File: src/rtl/dna_port_emu.sv
// Emulation of a serial device-identifier port: a loadable 57-bit ID register,
// a shift-out register with a saturating shift counter, and a sticky protocol-error flag.
module dna_port_emu #(
  parameter int                   DNA_WIDTH = 57,
  parameter logic [DNA_WIDTH-1:0] DNA_INIT  = 57'h1A5A5A5A5A5A5A5
) (
  input  logic                 ap_clk,
  input  logic                 areset,
  input  logic                 dna_read,
  input  logic                 dna_shift,
  input  logic                 dna_din,
  output logic                 dna_dout,
  input  logic                 prog_valid,
  output logic                 prog_ready,
  input  logic [DNA_WIDTH-1:0] prog_value,
  input  logic                 err_clr,
  output logic [6:0]           shift_cnt,
  output logic                 exhausted,
  output logic                 proto_err,
  output logic [1:0]           state_o
);

  typedef enum logic [1:0] {
    IDLE      = 2'd0,
    LOADED    = 2'd1,
    SHIFTING  = 2'd2,
    EXHAUSTED = 2'd3
  } state_t;

  localparam logic [6:0] CNT_MAX = 7'(DNA_WIDTH);

  state_t               state, state_nxt;
  logic [DNA_WIDTH-1:0] id_reg, id_nxt;
  logic [DNA_WIDTH-1:0] sr, sr_nxt;
  logic [6:0]           cnt, cnt_nxt;
  logic                 err, err_nxt;
  logic                 viol;

  function automatic logic [6:0] sat_inc(input logic [6:0] c);
    return (c >= CNT_MAX) ? CNT_MAX : c + 7'd1;
  endfunction

  assign prog_ready = !areset && (state != SHIFTING) && !dna_read;
  assign dna_dout   = sr[0];
  assign shift_cnt  = cnt;
  assign exhausted  = (cnt == CNT_MAX);
  assign proto_err  = err;
  assign state_o    = state;

  // Simultaneous read+shift, shifting with nothing loaded, and reprogramming mid-transfer
  assign viol = (dna_read && dna_shift) ||
                (dna_shift && !dna_read && (state == IDLE)) ||
                (prog_valid && dna_shift && (state == SHIFTING));

  always_comb begin
    state_nxt = state;
    id_nxt    = id_reg;
    sr_nxt    = sr;
    cnt_nxt   = cnt;
    err_nxt   = err;

    if (dna_read) begin
      sr_nxt    = id_reg;
      cnt_nxt   = 7'd0;
      state_nxt = LOADED;
    end else if (dna_shift) begin
      sr_nxt = {dna_din, sr[DNA_WIDTH-1:1]};
      // Nothing is loaded in IDLE, so the count of shifts since a load stays at zero
      if (state != IDLE) begin
        cnt_nxt   = sat_inc(cnt);
        state_nxt = (sat_inc(cnt) == CNT_MAX) ? EXHAUSTED : SHIFTING;
      end
    end

    if (prog_valid && prog_ready)
      id_nxt = prog_value;

    if (err_clr)
      err_nxt = 1'b0;
    if (viol)
      err_nxt = 1'b1;
  end

  always_ff @(posedge ap_clk) begin
    if (areset) begin
      state  <= IDLE;
      id_reg <= DNA_INIT;
      sr     <= '0;
      cnt    <= 7'd0;
      err    <= 1'b0;
    end else begin
      state  <= state_nxt;
      id_reg <= id_nxt;
      sr     <= sr_nxt;
      cnt    <= cnt_nxt;
      err    <= err_nxt;
    end
  end

endmodule

File: config.mk
export PLATFORM = sky130hd
export DESIGN_NAME = dna_port_emu
export DESIGN_NICKNAME = d
export VERILOG_FILES = /design/src/rtl/dna_port_emu.sv
export SDC_FILE = /design/constraint.sdc
export NUM_CORES = 1
export LEC_CHECK = 0
export CAP_MARGIN = 0
export CORE_MARGIN = 1
export CORE_UTILIZATION = 48
export CTS_CLUSTER_SIZE = 25
export DETAILED_ROUTE_END_ITERATION = 6
export MAX_ROUTING_LAYER = met4
export PLACE_DENSITY = 0.86
export SLEW_MARGIN = 20
export SYNTH_ARGS = -nofsm -noshare
export SYNTH_HDL_FRONTEND = slang
export SYNTH_SLANG_ARGS = --single-unit
File: constraint.sdc
create_clock -name ap_clk -period 1.45 [get_ports ap_clk]
set_input_delay 0.145 -clock ap_clk [delete_from_list [all_inputs] [get_ports ap_clk]]
set_output_delay 0.145 -clock ap_clk [all_outputs]
set_load 0.02 [all_outputs]
* Word level (Yosys, flattened, before mapping) *
Index checks and enable logic that the tools add are counted.
W data, S select, Z words.

word-level totals
  register bits = 124
  input bits = 64
  output and inout port bits = 13
  word-level logic and storage cells = 41

cells by class
  add/subtract/negate cells = 1
  order comparisons = 1
  equal/unequal tests = 4
  multiplexer cells = 9
  reductions and logical operators = 20

operator list
  cell                   count
  $mux W57               2
  $eq A7 B6 Y1 const B   2
  $logic_and A1 B1 Y1    8
  $reduce_bool A2 Y1     4
  $add A7 B1 Y7 const B  1
  $ge A7 B6 Y1 const B   1
  $mux W7                1
  $mux W1                6
  $reduce_and A2 Y1      2
  $eq A2 B2 Y1 const B   1
  $logic_not A1 Y1       2
  $logic_not A2 Y1       1
  $logic_or A1 B1 Y1     2
  $ne A2 B2 Y1 const B   1
  $reduce_or A2 Y1       1

* Depth between registers and ports, before layout *
  depth in word-level cells = 7
  mapped depth = 7
  gate-level depth less buffers = 6

* Worst setup path before layout *
OpenSTA, ideal clock, no wires.

  path type = reg-to-output
  from = register cnt[0], in the netlist shift_cnt[0]
  to = output exhausted
  arrival time = 1.473 ns
  required time = 1.305 ns
  setup slack = -0.168 ns
  cell stages (with the launch flop) = 3
  path buffers = 0
  cells stage by stage = dfxtp_1 -> ha_1 -> nor4b_1

between the ends
  word-level cells in the longest chain between the ends = 1

ends and longest elaborated chain
  what                      RTL line  text
  start: declaration        35        logic [6:0] cnt, cnt_nxt;
  start signal: assignment  95        cnt <= cnt_nxt;
  $eq A7 B6 Y1              46        assign exhausted = (cnt == CNT_MAX);
  end: declaration          18        output logic exhausted,

No other way between the ends.

* Final worst setup path *
  from = register cnt[5], in the netlist shift_cnt[5]
  to = output exhausted

Same word-level chain as after synthesis.

==> flow_summary.json <==
{
  "outcome": "finished, violations left",
  "violations": "negative setup slack",
  "synth_nets": 633,
  "synthTopCellsByArea": "dfxtp_1 49%, mux2i_1 17%, nor2_1 11%, a21oi_1 6.4%, a211o_1 5.3%",
  "dr.first_iter.drc_count": 181,
  "ctsHoldBuffers": 0,
  "yosysTopAreaCell": "dfxtp_1",
  "drt_pass1_iterations": 5,
  "ir_drop_uv": 880.0,
  "grt_first_pass_wirelength_um": 19400,
  "post_drt_wl_per_cell_um": 14.82,
  "clk_pin_slew_worst_paths_ns": 0.06,
  "portBuffers": 76,
  "grt_max_degree": 51,
  "min_from": "areset",
  "initial_core_util_pct": 49.56,
  "hold_class": "in -> reg",
  "required_ns": 1.31,
  "area_growth_pct": 32.36,
  "critical_path.startpoint_type": "register",
  "crit_chain": "nand3_4, nor4b_4, buf_4",
  "final_cell_area_sq_mm": 0.006771,
  "setup_viol": 1,
  "die_x_um": 105.2,
  "hold-path-cell-count": 4,
  "antenna_found_initial": 0,
  "min_to": "shift_cnt[2]$_SDFFE_PP0P_",
  "syn_area_per_cell_sq_um": 9.023,
  "reg2reg_from": "shift_cnt[2]$_SDFFE_PP0P_",
  "hpwl_um": 7385,
  "synth_cell_types": 32,
  "maxCapViolCount": 0,
  "remaining_drc_errors": 0,
  "clock-root-buffer": "clkbuf_8",
  "reg2reg_to": "state_o[0]$_SDFFE_PP0P_",
  "drive_gt1_share_pct": 13.81,
  "synth_top_area_share_pct": 48.52,
  "critPathKind": "reg -> out",
  "slew_viol_final": 0,
  "worstSetupEndpointType": "output pin",
  "leakagePower_nw": 3.081,
  "ys_seq_area_share_pct": 48.52,
  "crit_fanout": 2,
  "via_per_inst": 5.423,
  "ioPinCount": 77,
  "yosysMostFrequentCell": "nor2_1",
  "r2r_slack_ns": 0.05,
  "rsz0062_at_grt": "yes",
  "num_rows": 37,
  "hold_slack_ns": 0.06109,
  "ys.warnings.count": 0,
  "ys_top_cells_by_count": "150 x nor2_1, 124 x dfxtp_1, 85 x mux2i_1",
  "antenna_cells": 0,
  "multiInputGateArea_sq_mm": 0.002497,
  "relSlewSlack_pct": 66.16,
  "num_vias": 4311,
  "powerDensity_mw_per_mm2": 1294,
  "reg2reg_depth": 5,
  "cts.sinks": 124,
  "worst_slew_pin_slew_ns": 0.5077,
  "path_buf_inv": 1,
  "max-clock-path-buffers": 2,
  "cts_max_level": 4,
  "num-fill-cells": 792,
  "regArea_sq_mm": 0.002496,
  "async_flop_share_pct": 0,
  "nNetsFinal": 712,
  "ys.flop_type": "dfxtp_1",
  "ant_nets": 0,
  "clkLatencyLatePin_ns": 0.51,
  "core-area_sq_mm": 0.01032,
  "overflow": 0,
  "final_core_util_pct": 65.59,
  "syn_inst": 567,
  "final.min_clock_period_ns": 1.539,
  "grt_pass1_vias": 4138,
  "synthesis.area_sq_mm": 0.005116,
  "dpl_cell_area_sq_mm": 0.006098,
  "hold_violations": 0,
  "timing.fmax_mhz": 650.0,
  "die_h_um": 105.2,
  "die_area_sq_mm": 0.01108,
  "critPathArrivalTime_ns": 1.39,
  "ys_ff_latch": 124,
  "drt-total-wl_um": 11780,
  "clock_skew_ns": 0.01013,
  "path_delay_family": "flip-flops",
  "total_power_mw": 8.764,
  "place_congestion": 0.8048,
  "synth_edf_count": 0,
  "grtUsageTotal_pct": 22.84,
  "max_stage_delay_ns": 0.35,
  "setup_slack_ns": -0.08855,
  "cts_buffers": 17,
  "cts_tree": "yes",
  "post-route-period-util_pct": 106.1,
  "cp_slowest_cell": "dfxtp_2"
}
-- power breakdown --
part | total (mW) | leakage [nW] | switching [mW] | internal, mW
clock | 4.29 | 0.299 | 1.40 | 2.89
sequential | 3.66 | 1.02 | 0.0912 | 3.57
combinational | 0.808 | 1.76 | 0.392 | 0.416
-- area by class of cell --
class,instances,area share (%)
Clock buffer,27,7.557
Clock inverter,5,1.515
Inverter,5,0.2772
Multi-Input combinational cell,392,36.88
Sequential cell,124,36.86
Tap cell,136,2.513
Timing Repair Buffer,106,14.39
-- repair_timing --
| action | CTS | global route |
|---|---|---|
| pin swaps | 1 | 3 |
| gates resized for setup | 37 | 27 |
| setup buffers | 1 | 1 |
| setup endpoints to repair | 15 | 15 |
-- layer usage --
layer | GRT usage [%] | wire, um | vias up
met5 | - | 0 | -
met4 | 6.439 | 84 | 0
met3 | 6.061 | 486 | 7
met2 | 39.38 | 6065 | 106
met1 | 26.07 | 5141 | 2082
li1 | - | - | 2116
-- worst max-delay path by stage --
stage / from / endpoint / slack (ns) / cells past startpoint
after detailed placement: prog_valid / id_reg[32]$_SDFFE_PP1P_ / -0.24 / 5
final: shift_cnt[5]$_SDFFE_PP0P_ / exhausted / -0.09 / 3
after global routing: shift_cnt[5]$_SDFFE_PP0P_ / exhausted / -0.16 / 3
after global placement: prog_valid / id_reg[37]$_SDFFE_PP1P_ / -0.23 / 5
after floorplan: shift_cnt[2]$_SDFFE_PP0P_ / state_o[0]$_SDFFE_PP0P_ / -0.03 / 5
after CTS: shift_cnt[1]$_SDFFE_PP0P_ / exhausted / -0.12 / 4
-- placed cells by master (no fill, tap or decap), drive strengths merged, types with 2 or more instances in the layout --
master | netlist | final
a211o | 31 | 31
a21oi | 65 | 65
a31oi | 4 | 4
and3 | 30 | 30
buf | 18 | 39
bufinv | 0 | 3
clkbuf | 28 | 31
clkdlybuf4s50 | 0 | 60
dfxtp | 124 | 124
dlygate4sd2 | 0 | 3
ha | 2 | 2
inv | 5 | 5
mux2i | 85 | 85
nand2 | 2 | 2
nand3 | 2 | 2
nor2 | 150 | 150
o21a | 2 | 2
o21ai | 6 | 6
-- worst min-delay path: cells and delay by family --
family                 cells  cell delay (ns)
AOI/OAI and AO/OA          1             0.04
buffers and inverters      2             0.21
and+or+nand+nor            1             0.14
-- metrics by stage --
step | TNS (ns) | setup slack, ns | std cells
final | -0.08855 | -0.08855 | 795
after global routing | -0.1817 | -0.1603 | 795
after CTS | -0.1291 | -0.1231 | 794
after detailed placement | -11.57 | -0.2433 | 761
after global placement | -10.68 | -0.2309 | 761
after floorplan | -0.02672 | -0.02672 | 567
-- logic make-up (layout without fill, tap and decap cells) --
logic type	Yosys count	count (layout)	share of synthesized area, %
adders and majority gates	2	2	0.4890
DFF	124	124	48.52
and+or+nand+nor	193	193	16.34
buffers and inverters	51	143	4.353
muxes	85	85	16.63
AOI/OAI and AO/OA	112	112	13.67
(Power assumes the default switching activity.)
